==> src/rtl/parking_pkg.sv <==
// Shared types and defaults for the parking system.
// Used by the gate controller, slot finder and display.
package parking_pkg;

  typedef enum logic {
    IDLE,
    OPEN
  } gate_state_e;

  typedef enum logic {
    DIR_ENTRY,
    DIR_EXIT
  } dir_e;

  localparam int unsigned CAPACITY_DEF         = 8;
  localparam int unsigned GATE_OPEN_CYCLES_DEF = 80_000_000;

endpackage

==> src/rtl/parking_slot_finder.sv <==
// Lowest-index free slot finder over the occupancy map.
// Purely combinational priority encoder.
module parking_slot_finder #(
  parameter  int unsigned CAPACITY = 8,
  localparam int unsigned SLOT_W   = $clog2(CAPACITY)
) (
  input  logic [CAPACITY-1:0] occupancy_i,
  output logic [SLOT_W-1:0]   free_idx_o,
  output logic                any_free_o
);

  // scan downward so the lowest free index is written last
  always_comb begin
    free_idx_o = '0;
    any_free_o = 1'b0;
    for (int i = CAPACITY - 1; i >= 0; i--) begin
      if (!occupancy_i[i]) begin
        free_idx_o = SLOT_W'(i);
        any_free_o = 1'b1;
      end
    end
  end

endmodule

==> src/rtl/parking_gate_controller.sv <==
// Shared barrier gate sequencer and slot allocator.
// Arbitrates entry/exit requests with alternating priority.
module parking_gate_controller
  import parking_pkg::*;
#(
  parameter  int unsigned CAPACITY         = CAPACITY_DEF,
  parameter  int unsigned GATE_OPEN_CYCLES = GATE_OPEN_CYCLES_DEF,
  localparam int unsigned SLOT_W           = $clog2(CAPACITY)
) (
  input  logic                clk,
  input  logic                reset_n,
  input  logic                entry_pulse,
  input  logic                exit_pulse,
  input  logic [SLOT_W-1:0]   exit_slot,
  output logic                entry_gate_open,
  output logic                exit_gate_open,
  output logic [SLOT_W-1:0]   assigned_slot,
  output logic                assigned_valid,
  output logic                reject_pulse,
  output logic [CAPACITY-1:0] occupancy,
  output logic [SLOT_W:0]     free_count,
  output logic                full
);

  localparam int unsigned TW = $clog2(GATE_OPEN_CYCLES) + 1;
  localparam int unsigned FW = SLOT_W + 1;
  localparam logic [TW-1:0] TLOAD = TW'(GATE_OPEN_CYCLES - 1);
  localparam logic [FW-1:0] CAP_W = FW'(CAPACITY);

  gate_state_e         state_q;
  dir_e                last_grant_q;
  logic                pend_entry_q;
  logic                pend_exit_q;
  logic [SLOT_W-1:0]   pend_slot_q;
  logic [TW-1:0]       timer_q;
  logic                entry_gate_q;
  logic                exit_gate_q;
  logic [SLOT_W-1:0]   assigned_slot_q;
  logic                assigned_valid_q;
  logic                reject_q;
  logic [CAPACITY-1:0] occ_q;
  logic [FW-1:0]       free_count_q;
  logic                full_q;

  logic [SLOT_W-1:0]   free_idx;
  logic                any_free;
  logic                pick_entry;
  logic                pick_exit;
  logic [CAPACITY-1:0] free_mask;
  logic [CAPACITY-1:0] exit_mask;
  logic                exit_ok;

  parking_slot_finder #(
    .CAPACITY (CAPACITY)
  ) u_finder (
    .occupancy_i (occ_q),
    .free_idx_o  (free_idx),
    .any_free_o  (any_free)
  );

  // arbitration: lone request wins, ties alternate on last_grant
  always_comb begin
    pick_entry = 1'b0;
    pick_exit  = 1'b0;
    if (state_q == IDLE) begin
      if (pend_entry_q && pend_exit_q) begin
        if (last_grant_q == DIR_EXIT) pick_entry = 1'b1;
        else                          pick_exit  = 1'b1;
      end else if (pend_entry_q) begin
        pick_entry = 1'b1;
      end else if (pend_exit_q) begin
        pick_exit = 1'b1;
      end
    end
  end

  // slot masks and exit validity (out-of-range slots never match)
  always_comb begin
    free_mask = CAPACITY'(1) << free_idx;
    exit_mask = CAPACITY'(1) << pend_slot_q;
    exit_ok   = ({1'b0, pend_slot_q} < CAP_W) && (|(occ_q & exit_mask));
  end

  // request latching, gate FSM and all registered outputs
  always_ff @(posedge clk or negedge reset_n) begin
    if (!reset_n) begin
      state_q          <= IDLE;
      last_grant_q     <= DIR_EXIT;
      pend_entry_q     <= 1'b0;
      pend_exit_q      <= 1'b0;
      pend_slot_q      <= '0;
      timer_q          <= '0;
      entry_gate_q     <= 1'b0;
      exit_gate_q      <= 1'b0;
      assigned_slot_q  <= '0;
      assigned_valid_q <= 1'b0;
      reject_q         <= 1'b0;
      occ_q            <= '0;
      free_count_q     <= CAP_W;
      full_q           <= 1'b0;
    end else begin
      assigned_valid_q <= 1'b0;
      reject_q         <= 1'b0;

      if (entry_pulse && !pend_entry_q) pend_entry_q <= 1'b1;
      else if (pick_entry)              pend_entry_q <= 1'b0;

      if (exit_pulse && !pend_exit_q) begin
        pend_exit_q <= 1'b1;
        pend_slot_q <= exit_slot;
      end else if (pick_exit) begin
        pend_exit_q <= 1'b0;
      end

      unique case (state_q)
        IDLE: begin
          if (pick_entry) begin
            if (!any_free) begin
              reject_q <= 1'b1;
            end else begin
              occ_q            <= occ_q | free_mask;
              free_count_q     <= free_count_q - FW'(1);
              full_q           <= (free_count_q == FW'(1));
              assigned_slot_q  <= free_idx;
              assigned_valid_q <= 1'b1;
              last_grant_q     <= DIR_ENTRY;
              entry_gate_q     <= 1'b1;
              timer_q          <= TLOAD;
              state_q          <= OPEN;
            end
          end else if (pick_exit) begin
            if (!exit_ok) begin
              reject_q <= 1'b1;
            end else begin
              occ_q        <= occ_q & ~exit_mask;
              free_count_q <= free_count_q + FW'(1);
              full_q       <= 1'b0;
              last_grant_q <= DIR_EXIT;
              exit_gate_q  <= 1'b1;
              timer_q      <= TLOAD;
              state_q      <= OPEN;
            end
          end
        end
        OPEN: begin
          if (timer_q == '0) begin
            entry_gate_q <= 1'b0;
            exit_gate_q  <= 1'b0;
            state_q      <= IDLE;
          end else begin
            timer_q <= timer_q - TW'(1);
          end
        end
      endcase
    end
  end

  assign entry_gate_open = entry_gate_q;
  assign exit_gate_open  = exit_gate_q;
  assign assigned_slot   = assigned_slot_q;
  assign assigned_valid  = assigned_valid_q;
  assign reject_pulse    = reject_q;
  assign occupancy       = occ_q;
  assign free_count      = free_count_q;
  assign full            = full_q;

endmodule

==> config.mk <==
export PLATFORM = sky130hd
export DESIGN_NAME = parking_gate_controller
export DESIGN_NICKNAME = d
export VERILOG_FILES = /design/src/rtl/parking_pkg.sv /design/src/rtl/parking_slot_finder.sv /design/src/rtl/parking_gate_controller.sv
export SDC_FILE = /design/constraint.sdc
export NUM_CORES = 1
export LEC_CHECK = 0
export ABC_CLOCK_PERIOD_IN_PS = 3400
export CAP_MARGIN = 30
export CORE_ASPECT_RATIO = 0.9
export CORE_UTILIZATION = 50
export CTS_CLUSTER_DIAMETER = 60
export CTS_CLUSTER_SIZE = 16
export DETAILED_ROUTE_END_ITERATION = 10
export HOLD_SLACK_MARGIN = 0.1
export MAX_ROUTING_LAYER = met4
export PLACE_DENSITY = 0.71
export SYNTH_ARGS = -nofsm -noshare
export SYNTH_HDL_FRONTEND = slang
export SYNTH_SLANG_ARGS = --single-unit
==> constraint.sdc <==
create_clock -name clk -period 3.4 [get_ports clk]
set_clock_uncertainty 0.1 [all_clocks]
set_input_delay 0.85 -clock clk [delete_from_list [all_inputs] [get_ports clk]]
set_output_delay 0.85 -clock clk [all_outputs]
set_load 0.005 [all_outputs]
=== Word level (Yosys, flattened, before mapping) ===
Cells that the tools add are included.
Widths: inputs -> output; s select.

* $add $sub $neg: 3
* Multiply operators: 0
* Div/mod/pow operators: 0
* Order comparisons: 0
* Equal/unequal tests: 12
* Shift operators: 2
* Mux-type cells: 70
* Bitwise gates (word level): 5
* Reduce and logical (&&, ||, !) cells: 16

{| class="wikitable"
|+ Operators by type and width
! kind !! count
|-
| $mux 28 || 5
|-
| $pmux 28 s2 || 1
|-
| $mux 1 || 45
|-
| $mux 8 || 4
|-
| $logic_not 28->1 || 1
|-
| $sub 28x1->28 const B || 1
|-
| $mux 3 || 8
|-
| $and 8x8->8 || 2
|-
| $mux 4 || 4
|-
| $shl 1x3->8 const A || 2
|-
| $ne 2x2->1 const B || 7
|-
| $reduce_and 4->1 || 3
|-
| $ne 3x3->1 const B || 3
|-
| $not 8->8 || 1
|-
| $or 8x8->8 || 1
|-
| $reduce_bool 2->1 || 4
|-
| $reduce_or 8->1 || 1
|-
| $pmux 1 s2 || 3
|-
| $reduce_and 3->1 || 2
|-
| $add 4x1->4 const B || 1
|-
| $eq 4x1->1 const B || 1
|-
| $sub 4x1->4 const B || 1
|-
| $logic_and 1x1->1 || 3
|-
| $logic_not 1->1 || 2
|-
| 2 further kinds || 2
|}

* Register bits: 55
* Latch bits: 0
* RAM bits: 0
* Bits in read-only memories: 0
* Input bits: 7
* Output and inout port bits: 20
* Word-level logic and storage cells: 122
* Memories: 0

=== Logic depth before layout (Yosys ltp) ===
Gate-level depths: netlist of the first run.

* Depth after elaboration: 12
* Gate-level depth with buffers: 8
* Gate-level depth less buffers: 7

=== By module ===
From an unflattened synthesis of the first run, not the netlist that was laid out.

* Cell total of the unflattened synthesis: 294
* Area, all modules: 2,964.1 um2

{| class="wikitable"
|+ By module, submodules not included
! module !! instances !! cells each !! area an instance (um2) !! seq. area each (um2)
|-
| parking_gate_controller || 1 || 280 || 2,886.5 || 1,378.8
|-
| parking_slot_finder || 1 || 14 || 77.6 || 0.0
|}

=== Worst setup path before layout of the first run ===
No wires, ideal clock.

* Kind: register to register
* Start: register timer_q[0]
* End: register timer_q[2]
* Setup time: 0.139 ns
* Arrival time: 2.250 ns
* Data required time: 3.161 ns
* Slack: 0.911 ns
* Stages on the path, launching flop included: 9
* Path buffers: 1
* Period minus slack after synthesis: 2.489 ns
* Path through: dfrtp_1 -> inv_1 -> ha_1 -> or4b_1 -> or4_4 -> o31ai_4 -> buf_6 -> nor2_1 -> nand3b_1

* Word-level cells in the longest chain between the ends: 3
* Elaborated cells on any way between the ends: 6
* Classes of those cells: 1 x add/sub; 1 x eq/ne; 2 x mux; 2 x reduce/logical

{| class="wikitable"
|+ Ends and longest elaborated chain
! item !! RTL line !! text
|-
| start, declared || parking_gate_controller.sv:35 || <nowiki>logic [TW-1:0] timer_q;</nowiki>
|-
| start signal, assigned || parking_gate_controller.sv:151 || <nowiki>timer_q <= timer_q - TW'(1);</nowiki>
|-
| $sub 28x1->28 or $logic_not 28->1 (tied branches) || parking_gate_controller.sv:151, parking_gate_controller.sv:146 ||
|-
| $mux 28 or $ne 2x2->1 (tied branches) || - ||
|-
| $pmux 28 s2 or $reduce_and 4->1 (tied branches) || - ||
|}

Several ways; a longest one is shown, not always the timed one. The select of a mux whose other input is x is not followed.
A chain may end at the register's enable or synchronous reset.

=== Worst setup path in the final report of the first run ===
* Start: register timer_q[0]
* End: register timer_q[20]

The elaborated chain is that of the path after synthesis.

==> results.toml, run 1 <==
[clocking]
cts_made_buffers = 5
clkSlewWorstSetupHoldPaths_ns = 0.10
cts_resized = 0
clock_latency_ns = 0.31
root_buffer = "clkbuf_8"
postCtsHoldBufs = 0
cts_max_level = 2
tritoncts = "done"
clock_path_buffers = 2
cts.sinks = 55
postCtsSetupRepairBufs = 0

[sta]
hold_viol = 0
min_period_ns = 2.78
slew_violations = 0
setup_tns_ns = 0
rsz0062_at_grt = "false"
slew_headroom = 0.595
fin_crit_sh = 0.819
worst_pin_slew_ns = 0.607
setup_viol = 0
fmax_mhz = 359

[grt]
grt_pass1_wl_mm = 10.9
grt_antenna_before_repair = 0
gr-total-overflow = 0
track_usage = 0.230
grt_pass1_vias = 2182
grt_max_degree = 25

[outcome]
outcome = "complete, no violations"

[pwr]
p_leak_uw = 0.00128
p_per_area_mw_per_mm2 = 687
ir_drop_mv = 0.447

[cells_and_area]
syn2layout_area_growth_pct = 14.1
insertedDiodeCount = 0
fin_nets = 345
final_util = 0.591
fillCellCount = 476
drive_gt1_frac = 0.0958

[worst_setup_path]
worstSetupStartpoint = "timer_q[0]$_DFFE_PN0P_"
cp-end-kind = "register"
critPathArrivalTime_ns = 2.87
path_class = "reg -> reg"
critPathCapture = "timer_q[20]$_DFFE_PN0P_"
worstPathMaxFanout = 16
reg2reg_depth = 7
crit_chain = "inv_1, ha_1, or4b_1, or4_4, o31ai_4, or4_1, a21oi_2"
r2r-start = "timer_q[0]$_DFFE_PN0P_"
r2r_slack_ns = 0.62
slowest_stage = "o31ai_4"
startpoint_type = "register"
slowest_delay_ns = 0.57
regToRegEndpoint = "timer_q[20]$_DFFE_PN0P_"
required_ns = 3.49

[drt]
dr.pass1.iters = 5
wirelength_mm = 6.67
vias_per_cell = 6.10
initialDrtViolationCount = 180
route.detailed.drc = 0
dr_total_vias = 2464
wl_per_cell_um = 16.5
ant_nets = 0

[yosys]
ys_top_cells_by_area = "dfrtp_1 (45%), or4_1 (4.1%), nand2_1 (3.3%)"
syn_inst = 306
synth_mux_area_frac = 0.0254
syn_nets = 318
avgSynthCellArea_um2 = 9.64
synth_compound_area_frac = 0.190
synthSimpleGateAreaFrac = 0.239
synth.most_common_cell = "dfrtp_1"
synthAdderAreaFrac = 0.0212
seq_area_frac_synth = 0.467
synth_seq_cells = 55
synth_xor_xnor_area_share = 0.0237
syn_area_mm2 = 0.00295
yosys_warnings = 0
yosysTopAreaCell = "dfrtp_1"
synth_top_area_share = 0.450
synthTopCellsByCount = "dfrtp_1 (53), nand2_1 (26), nor2_1 (19)"
synth_top_family_by_area = "simple AND/OR/NAND/NOR gates"
synth_ff_type = "dfrtp_1"
async_reset_ff_frac = 1.00
ys_types = 59
synth_edf_count = 0

[die]
fp.dieH_um = 74.9
initial_core_util = 0.518
fp.dieW_um = 83.0
rows = 26
core_mm2 = 0.00569
pin_count = 27
die_area_mm2 = 0.00621

[placed_design]
post-dp-hpwl_mm = 4.82
io_buffers = 26
gp_congestion = 0.905

[hold_path]
min_path_type = "in -> async"

[flow_run]
max-cap-violations = 0
-- cell type report --
type	instances	area, µm²	area share
clock buffer	5	68.8	0.0204
clock inverter	3	20.0	0.00595
inverter	10	37.5	0.0111
multi-input combinational	229	1470	0.438
sequential	55	1380	0.410
tap	70	87.6	0.0260
timing repair buffer	32	300	0.0892
-- worst min-delay path by stage --
| stage | startpoint | endpoint | slack, ns | cells after the start |
|---|---|---|---|---|
| final | reset_n | pend_entry_q$_DFFE_PN0P_ | 0.32 | 1 |
| after global placement | assigned_slot[1]$_DFFE_PN0P_ | assigned_slot[1]$_DFFE_PN0P_ | 0.37 | 1 |
| after global routing | reset_n | pend_entry_q$_DFFE_PN0P_ | 0.34 | 1 |
| after floorplan | timer_q[0]$_DFFE_PN0P_ | timer_q[0]$_DFFE_PN0P_ | 0.37 | 1 |
| after detailed placement | exit_gate_open$_DFFE_PN0P_ | exit_gate_open$_DFFE_PN0P_ | 0.37 | 2 |
| after CTS | reset_n | pend_entry_q$_DFFE_PN0P_ | 0.33 | 1 |
-- metal layers --
layer	track usage	vias to the layer above	share of wire
li1	-	1202	-
met1	0.342	1199	0.50
met2	0.327	58	0.43
met3	0.0384	5	0.059
met4	0.0575	0	0.0082
met5	-	-	0
-- cell families (layout without fill, tap and decap cells) --
logic type | after synthesis | in the layout
adders and majority gates | 5 | 5
AOI/OAI and AO/OA | 82 | 82
muxes | 7 | 7
and+or+nand+nor | 127 | 127
xor gates and xnor gates | 8 | 8
buffers and inverters | 22 | 50
DFF | 55 | 55
-- state kept, by name, summed over array words and instances (netlist names) --
| register | count |
|---|---|
| entry_gate_open | 1 |
| state_q | 1 |
| full | 1 |
| exit_gate_open | 1 |
| pend_entry_q | 1 |
| assigned_slot | 3 |
| reject_pulse | 1 |
| pend_exit_q | 1 |
| free_count | 4 |
| assigned_valid | 1 |
| timer_q | 28 |
| last_grant_q | 1 |
| occupancy | 8 |
| pend_slot_q | 3 |
-- per-stage QoR --
| step | std cells | total power, µW | cell area [µm²] | hold slack (ns) | setup slack [ns] |
|---|---|---|---|---|---|
| 2_1_floorplan | 306 | 1610 | 2950 | 0.368 | 0.911 |
| 3_3_place_gp | 396 | 1930 | 3280 | 0.366 | 0.688 |
| 3_5_place_dp | 396 | 1960 | 3280 | 0.366 | 0.624 |
| 4_1_cts | 404 | 2320 | 3370 | 0.332 | 0.595 |
| 5_1_grt | 404 | 2490 | 3370 | 0.338 | 0.449 |
| 6_report | 404 | 2310 | 3370 | 0.325 | 0.617 |
-- report_power, final --
part / switching [µW] / internal (µW)
logic: 420 / 410
registers: 263 / 858
clock network: 219 / 144
-- worst max-delay path, delay by kind of cell (launching register included) --
family / cells / cell delay (ns)
flops: 1 / 0.41
compound gates: 2 / 0.62
buf+inv: 1 / 0.09
fa+ha+maj: 1 / 0.14
simple gates: 3 / 1.28
-- cells in the final DEF (no fill, tap or decap), types with 12 or more instances in the layout --
cell type,instances
a21oi_1,18
nand3_1,14
clkdlybuf4s50_1,25
o31ai_1,12
o21ai_0,17
nand2_1,26
or3_1,12
nor2_1,19
dfrtp_1,53
or4_1,16
Power figures use the tool's default switching activity.
==> run 2: changes to the inputs <==
Settings changed: ABC_CLOCK_PERIOD_IN_PS 3400 to 2900.
Clock period 3.4 ns to 2.9 ns, I/O delays scaled along.
==> run 2 against run 1 <==
  * Global-route usage is 0.25 points higher
  * Worst setup slack worse by 0.45 ns
  * Core utilization is 0.84 points higher
  * Highest routed layer unchanged
==> results.toml, run 2 (same netlist as run 1, synthesis figures left out) <==
[clocking]
postCtsSetupRepairBufs = 0
cts_made_buffers = 5
postCtsHoldBufs = 0
cts_resized = 0
clkSlewWorstSetupHoldPaths_ns = 0.11
clock_path_buffers = 2
clock_latency_ns = 0.31
root_buffer = "clkbuf_8"
tritoncts = "done"
cts.sinks = 55
cts_max_level = 2

[drt]
initialDrtViolationCount = 177
wl_per_cell_um = 16.5
ant_nets = 0
wirelength_mm = 6.76
dr_total_vias = 2518
route.detailed.drc = 0
dr.pass1.iters = 4
vias_per_cell = 6.16

[die]
die_area_mm2 = 0.00621
rows = 26
pin_count = 27
core_mm2 = 0.00569
fp.dieH_um = 74.9
initial_core_util = 0.518
fp.dieW_um = 83.0

[outcome]
outcome = "complete, no violations"

[sta]
slew_headroom = 0.536
hold_viol = 0
slew_violations = 0
fin_crit_sh = 0.942
worst_pin_slew_ns = 0.695
finalWorstSetupSlack_ns = 0.170
fmax_mhz = 366
setup_viol = 0
min_period_ns = 2.73
setup_tns_ns = 0
rsz0062_at_grt = "false"

[worst_setup_path]
regToRegEndpoint = "timer_q[21]$_DFFE_PN0P_"
cp-end-kind = "register"
reg2reg_depth = 7
r2r-start = "timer_q[0]$_DFFE_PN0P_"
critPathArrivalTime_ns = 2.81
startpoint_type = "register"
worstPathMaxFanout = 7
r2r_slack_ns = 0.17
required_ns = 2.98
path_class = "reg -> reg"

[pwr]
total_power_uw = 2770
seqPwrFrac = 0.471
pwr-share-clk = 0.161
internal-power_uw = 1690
ir_drop_mv = 0.534
p_leak_uw = 0.00131
p_switching_uw = 1080
p_comb_frac = 0.368
p_per_area_mw_per_mm2 = 812
sw_frac_of_total = 0.391

[cells_and_area]
seq_area_mm2 = 0.00138
layout_commonest_cell = "dfrtp_1"
final_util = 0.600
largest_register_ffs = 28
layout_common_cells = "dfrtp_1 (53), nand2_1 (26), clkdlybuf4s50_1 (25)"
drive_gt1_frac = 0.112
multiInputGateArea_mm2 = 0.00148
regMostFlops = "timer_q"
fillCellCount = 490
insertedDiodeCount = 0
fin_nets = 350
syn2layout_area_growth_pct = 15.7

[placed_design]
post-dp-hpwl_mm = 4.84
gp_congestion = 0.906
dp_slack_ns = 0.0178
io_buffers = 26

[grt]
grt_pass1_wl_mm = 11.0
grt_antenna_before_repair = 0
gr-total-overflow = 0
grt_pass1_vias = 2237
grt_max_degree = 30
track_usage = 0.233

[hold_path]
min_path_type = "in -> async"

[flow_run]
max-cap-violations = 0
-- run 2: how the worst max path moves through the flow --
| stage | cells past startpoint | slack [ns] | end | startpoint |
|---|---|---|---|---|
| floorplan | 8 | 0.41 | timer_q[2]$_DFFE_PN0P_ | timer_q[0]$_DFFE_PN0P_ |
| global placement | 5 | 0.19 | timer_q[24]$_DFFE_PN0P_ | pend_slot_q[0]$_DFFE_PN0P_ |
| global route | 7 | 0.01 | timer_q[25]$_DFFE_PN0P_ | timer_q[0]$_DFFE_PN0P_ |
| CTS | 5 | 0.01 | timer_q[19]$_DFFE_PN0P_ | pend_slot_q[0]$_DFFE_PN0P_ |
| finish | 7 | 0.17 | timer_q[21]$_DFFE_PN0P_ | timer_q[0]$_DFFE_PN0P_ |
| detailed placement | 5 | 0.02 | timer_q[19]$_DFFE_PN0P_ | pend_slot_q[0]$_DFFE_PN0P_ |
-- run 2: worst max-delay path, cell delays in order, from the launching register on --
cell and delay, ns:
dfrtp_1 0.42, inv_1 0.10, ha_1 0.15, or4b_1 0.52
or4_4 0.55, o31ai_2 0.49, or2_2 0.21, a21oi_1 0.05
-- run 2: routing by layer --
metal  track usage  routed length (µm)  up-vias
li1              -                   -     1219
met3        0.0340                 291        4
met2         0.339                2950       56
met1         0.341                3460     1239
met5             -                   0        -
met4        0.0632                  57        0
-- run 2: through the flow --
step	instances	instance area [µm²]	hold slack, ns
2_1_floorplan	306	2950	0.329
3_3_place_gp	401	3320	0.369
3_5_place_dp	401	3320	0.380
4_1_cts	409	3410	0.359
5_1_grt	409	3410	0.382
6_report	409	3410	0.351
-- run 2: power groups by stage --
stage | registers, µW | logic [µW] | clock network (µW)
6_report | 1310 | 1020 | 446
5_1_grt | 1350 | 1130 | 487
4_1_cts | 1300 | 1020 | 455
3_5_place_dp | 1320 | 1010 | 0
3_3_place_gp | 1310 | 991 | 0
2_1_floorplan | 1210 | 670 | 0
-- run 2: final cells by class --
class,count,area share
clock buffer,5,0.0202
sequential,55,0.404
clock inverter,3,0.00733
timing repair buffer,37,0.0989
inverter,10,0.0110
tap,70,0.0257
multi-input combinational,229,0.433
==> patch 1, RTL diff (settings of run 2) <==
The package constant `CAPACITY_DEF` goes from 8 to 16.
--- a/src/rtl/parking_pkg.sv
+++ b/src/rtl/parking_pkg.sv
@@ -13,5 +13,5 @@
   } dir_e;
 
-  localparam int unsigned CAPACITY_DEF         = 8;
+  localparam int unsigned CAPACITY_DEF         = 16;
   localparam int unsigned GATE_OPEN_CYCLES_DEF = 80_000_000;
 
Interface: changed (resized assigned_slot, exit_slot, free_count and occupancy); port bits go from 27 to 38. The function was not compared with the original's and may differ.
==> patch 1 against run 2 <==
Fmax decreased by 3.3%; sequential cell count increased by 11; worst setup slack got worse by 0.094 ns; wire length increased by 25%; cell count increased by 31%; total power increased by 23%; cell area increased by 29%; highest routed layer unchanged; non-clock buffer count increased by 31; synthesized area increased by 20%.
==> patch 1: results (changes against run 2) <==
hold_ws 0.285 ns (-0.0657 ns); Syn Nets 393 (+24%); GPL Wtd Cong 0.940 (+3.7%); Arr. time, crit path 2.96 ns (+0.15 ns); Worst-Margin Slew 0.672 ns (-0.0237 ns); mux share of post-synthesis cell area 2.68% (+0.14 points); hpwl dp 6010 µm (+24%); filler instances 570 (+16%); Initial DRC Count 194 (+9.6%); initial antenna violation count 0 (unchanged); GRT met1 Usage 35.9% (+1.8 points); Longest Clk Path Bufs 2 (unchanged); leak pwr 1.84 nW (+41%); R2R setup slack 0.08 ns (-0.09 ns); Place WS 0.0121 ns (-0.00569 ns); Adder-Cell Fraction of Synth Area 1.41% (-0.71 points); HP Class in2async; met3 GRT Util 5.00% (+1.6 points); Reg clk slew, reported paths 0.07 ns (-0.04 ns); Peak supply drop 546 µV (+2.3%); CTS root buf clkbuf_8; Worst Reg2Reg Path Length in Cells 8 (+1); n_diodes 0 (unchanged); status completed; total CTS buffers 9 (+4); compound-gate portion of the synthesized area 19.8% (+0.74 points); Post-Synth XOR/XNOR Area 4.20% (+1.8 points); Final Hold Viols 0 (unchanged); dpl cells 520 (+30%); library cells used by synthesis 54 (-8.5%); crit-path max FO 7 (unchanged); gr usage total 25.6% (+2.4 points); vias per cell 5.87 (-4.6%); top post-synthesis cells by area dfrtp_1 (45%), nand2_1 (4.1%), nor2_1 (4.1%); routed len/inst 15.8 µm (-4.6%); Cells after Synth 381 (+25%); sequential fraction of the synthesis area 46.7% (about the same); H-tree depth 3 (+1); worst skew pair latency 0.34 ns (+0.03 ns); post-synthesis async set-or-reset flop share 100% (unchanged); RR Endpoint timer_q[25]; reg2reg start timer_q[22]; number of global-route vias before repair 2,929 (+31%); Detailed Routing Iterations Pass 1 5 (+1); layout cell share with drive strength beyond 1 16.3% (+5.1 points); pin count of the biggest net entering global routing 67 (+120%); Nets 454 (+30%); placed cell area 4200 µm² (+27%); Ys Warns 0 (unchanged); met2 usage 37.6% (+3.7 points); detailed-route via count 3,153 (+25%); max reg flops 28 (unchanged); first-pass GRT wire length 14,400 µm (+31%); Biggest register timer_q; port bufs 37 (+42%); Post-synth top cells dfrtp_1 (64), nand2_1 (39), nor2_1 (39), o21ai_0 (20)
[patch 1: report_power, final]
| part | switching [mW] | internal [mW] |
|---|---|---|
| Clock | 0.354 | 0.393 |
| Sequential | 0.269 | 1.19 |
| Combinational | 0.604 | 0.590 |
[patch 1: critical path, cell delays in order, from the launching register on]
cell and delay (ns):
dfrtp_1 0.39, or4_4 0.54, or4_4 0.43, or3_4 0.40
nor4b_4 0.24, buf_4 0.19, a211oi_2 0.07, and3_1 0.21
o21a_1 0.16
[patch 1: what timing repair did]
item | in CTS | in global routing
endpoints found under the setup margin | 3 | 18
endpoints found under the hold margin | 0 | 0
gates resized for setup | 1 | 9
pin swaps | 2 | 2
setup buffers | 1 | 0
[patch 1: worst max path at each step]
stage	cells past startpoint	slack, ns	startpoint	to
after floorplan	9	-0.1	timer_q[12]	timer_q[25]
after global placement	8	0.04	timer_q[22]	timer_q[25]
after detailed placement	8	0.01	timer_q[22]	timer_q[25]
after CTS	8	0.03	timer_q[22]	timer_q[25]
after global routing	8	-0.004	timer_q[22]	timer_q[25]
final	8	0.08	timer_q[22]	timer_q[25]
[patch 1: cell type report]
| class | instances | area, µm² | area share [%] |
|---|---|---|---|
| multi-input cells | 281 | 1790 | 40.5 |
| flip-flops and latches | 66 | 1650 | 37.5 |
| repair buffers | 68 | 614 | 13.9 |
| clock buffers | 10 | 128 | 2.89 |
| well taps | 90 | 113 | 2.55 |
| inverters | 16 | 60.1 | 1.36 |
| clock inverters | 6 | 58.8 | 1.33 |
[patch 1: metal layers]
| metal | wire (µm) | part of all wire (%) |
|---|---|---|
| met1 | 3980 | 47 |
| met2 | 3800 | 45 |
| met3 | 596 | 7.0 |
| met4 | 91 | 1.1 |
| met5 | 0 | 0 |
==> patch 2, RTL diff (flow settings as in run 2) <==
Without the edit above. Put one more register stage on the output `free_count`, without a reset. The value now appears one clock later. The other outputs are not delayed to match.
--- a/src/rtl/parking_gate_controller.sv
+++ b/src/rtl/parking_gate_controller.sv
@@ -162,5 +162,7 @@
   assign reject_pulse    = reject_q;
   assign occupancy       = occ_q;
-  assign free_count      = free_count_q;
+  always_ff @(posedge clk) begin
+    free_count <= free_count_q;
+  end
   assign full            = full_q;
 
Check against the original RTL: not equivalent (a bounded check fails within 4 cycles, from zero or initial values and one cycle with reset_n low).
==> patch 2 against run 2 <==
The run now ends with DRC left; total power up 26%; worst setup slack gained 0.33 ns; critical endpoint is now timer_q[6]; sequential cell count increased by 4; synthesized area grew 2.7%; core utilization up 2.7 points; wire length down 4.4%; cell area is 5.7% higher; via count is 3.8% lower.
==> patch 2: results (changes against run 2) <==
Post-synth top cells dfrtp_1 (53), nand2_1 (20), nand3_1 (17), nor2_1 (17), a21oi_1 (16); worst skew pair latency 0.34 ns (+0.03 ns); number of global-route vias before repair 2,269 (+1.4%); total CTS buffers 9 (+4); dpl cells 392 (-2.2%); fin cells 408 (-0.24%); H-tree depth 3 (+1); filler instances 487 (-0.61%); violated checks DRC; post-synthesis async set-or-reset flop share 93.2% (-6.8 points); first-pass GRT wire length 10,800 µm (-1.6%); Place WS 0.537 ns (+0.520 ns); drc violations 6 (+6); Reg clk slew, reported paths 0.07 ns (-0.04 ns); Nets 345 (-1.4%); Arr. time, crit path 2.51 ns (-0.30 ns); gr usage total 23.4% (+0.095 points); hpwl dp 4560 µm (-5.9%); crit-path max FO 8 (+1); layout cell share with drive strength beyond 1 13.9% (+2.7 points); CP max stage cell nor4_2; leak pwr 1.40 nW (+7.1%); pin count of the biggest net entering global routing 29 (-3.3%); Detailed Routing Iterations Pass 1 8 (+4); max incr delay on CP 0.61 ns (+0.06 ns); Worst-Margin Slew 0.654 ns (-0.0417 ns); routed len/inst 15.8 µm (-4.2%); sequential fraction of the synthesis area 48.1% (+1.4 points); Cells after Synth 301 (-1.6%); status complete, but fails checks
patch 2: changes by cell type in the layout (fill, tap and decap cells not counted), sizes merged, moves of 4 or more:
cell | before | now
buf | 12 | 8
a31oi | 1 | 6
o21ai | 20 | 15
nand2 | 26 | 21
clkbuf | 5 | 11
dfxtp | 0 | 4
patch 2: through the flow:
stage,hold WS (ns),power (mW),area (µm²),utilization [%]
final,0.315,3.48,3610,62.7
after CTS,0.327,3.50,3610,62.7
after detailed placement,0.318,2.58,3370,58.5
after global routing,0.335,3.71,3610,62.7
after floorplan,0.309,2.11,3030,-
after global placement,0.321,2.53,3370,58.5
patch 2: cell type report:
cell class	instances	area (µm²)	area share [%]
inverters	11	41.3	1.14
multi-input cells	219	1460	40.4
flip-flops and latches	59	1460	40.4
clock inverters	5	100	2.77
well taps	70	87.6	2.43
repair buffers	33	320	8.88
clock buffers	11	141	3.92
patch 2: where the power goes:
part           internal (mW)  switching, mW  total, mW
Combinational          0.551          0.595       1.15
Sequential              1.11          0.317       1.43
Clock                  0.591          0.312      0.904
patch 2: final timing paths:
kind	to	slack (ns)	depth (start not counted)	from
worst max-delay path	timer_q[6]	0.50	5	timer_q[14]
worst min-delay path	timer_q[15]	0.32	1	reset_n
worst max register to register	timer_q[6]	0.50	5	timer_q[14]
worst min register to register	free_count[3]	0.32	0	free_count_q[3]
max in group asynchronous	last_grant_q	1.74	2	reset_n
min in group clk	free_count[3]	0.32	0	free_count_q[3]
patch 2: kinds of logic after synthesis:
family	count (synthesis)	share of synthesized area, %
flip-flops	59	48.1
multiplexers	9	3.14
AND/OR/NAND/NOR	125	24.3
adder cells (fa/ha/maj)	5	2.06
AO/OA/AOI/OAI	72	16.1
buffers and inverters	23	3.92
XOR/XNOR	8	2.31
patch 2: worst reg2reg max path, stage by stage (launching register included):
cell      delay, ns
dfrtp_1        0.42
nor4_2         0.61
nand4_2        0.36
o21bai_1       0.52
or4_1          0.19
nand3_1        0.07
patch 2: routing by layer:
layer | GRT usage [%] | wire length, µm
met1 | 31.5 | 3240
met2 | 34.1 | 2880
met3 | 5.85 | 255
met4 | 9.58 | 88
met5 | - | 0
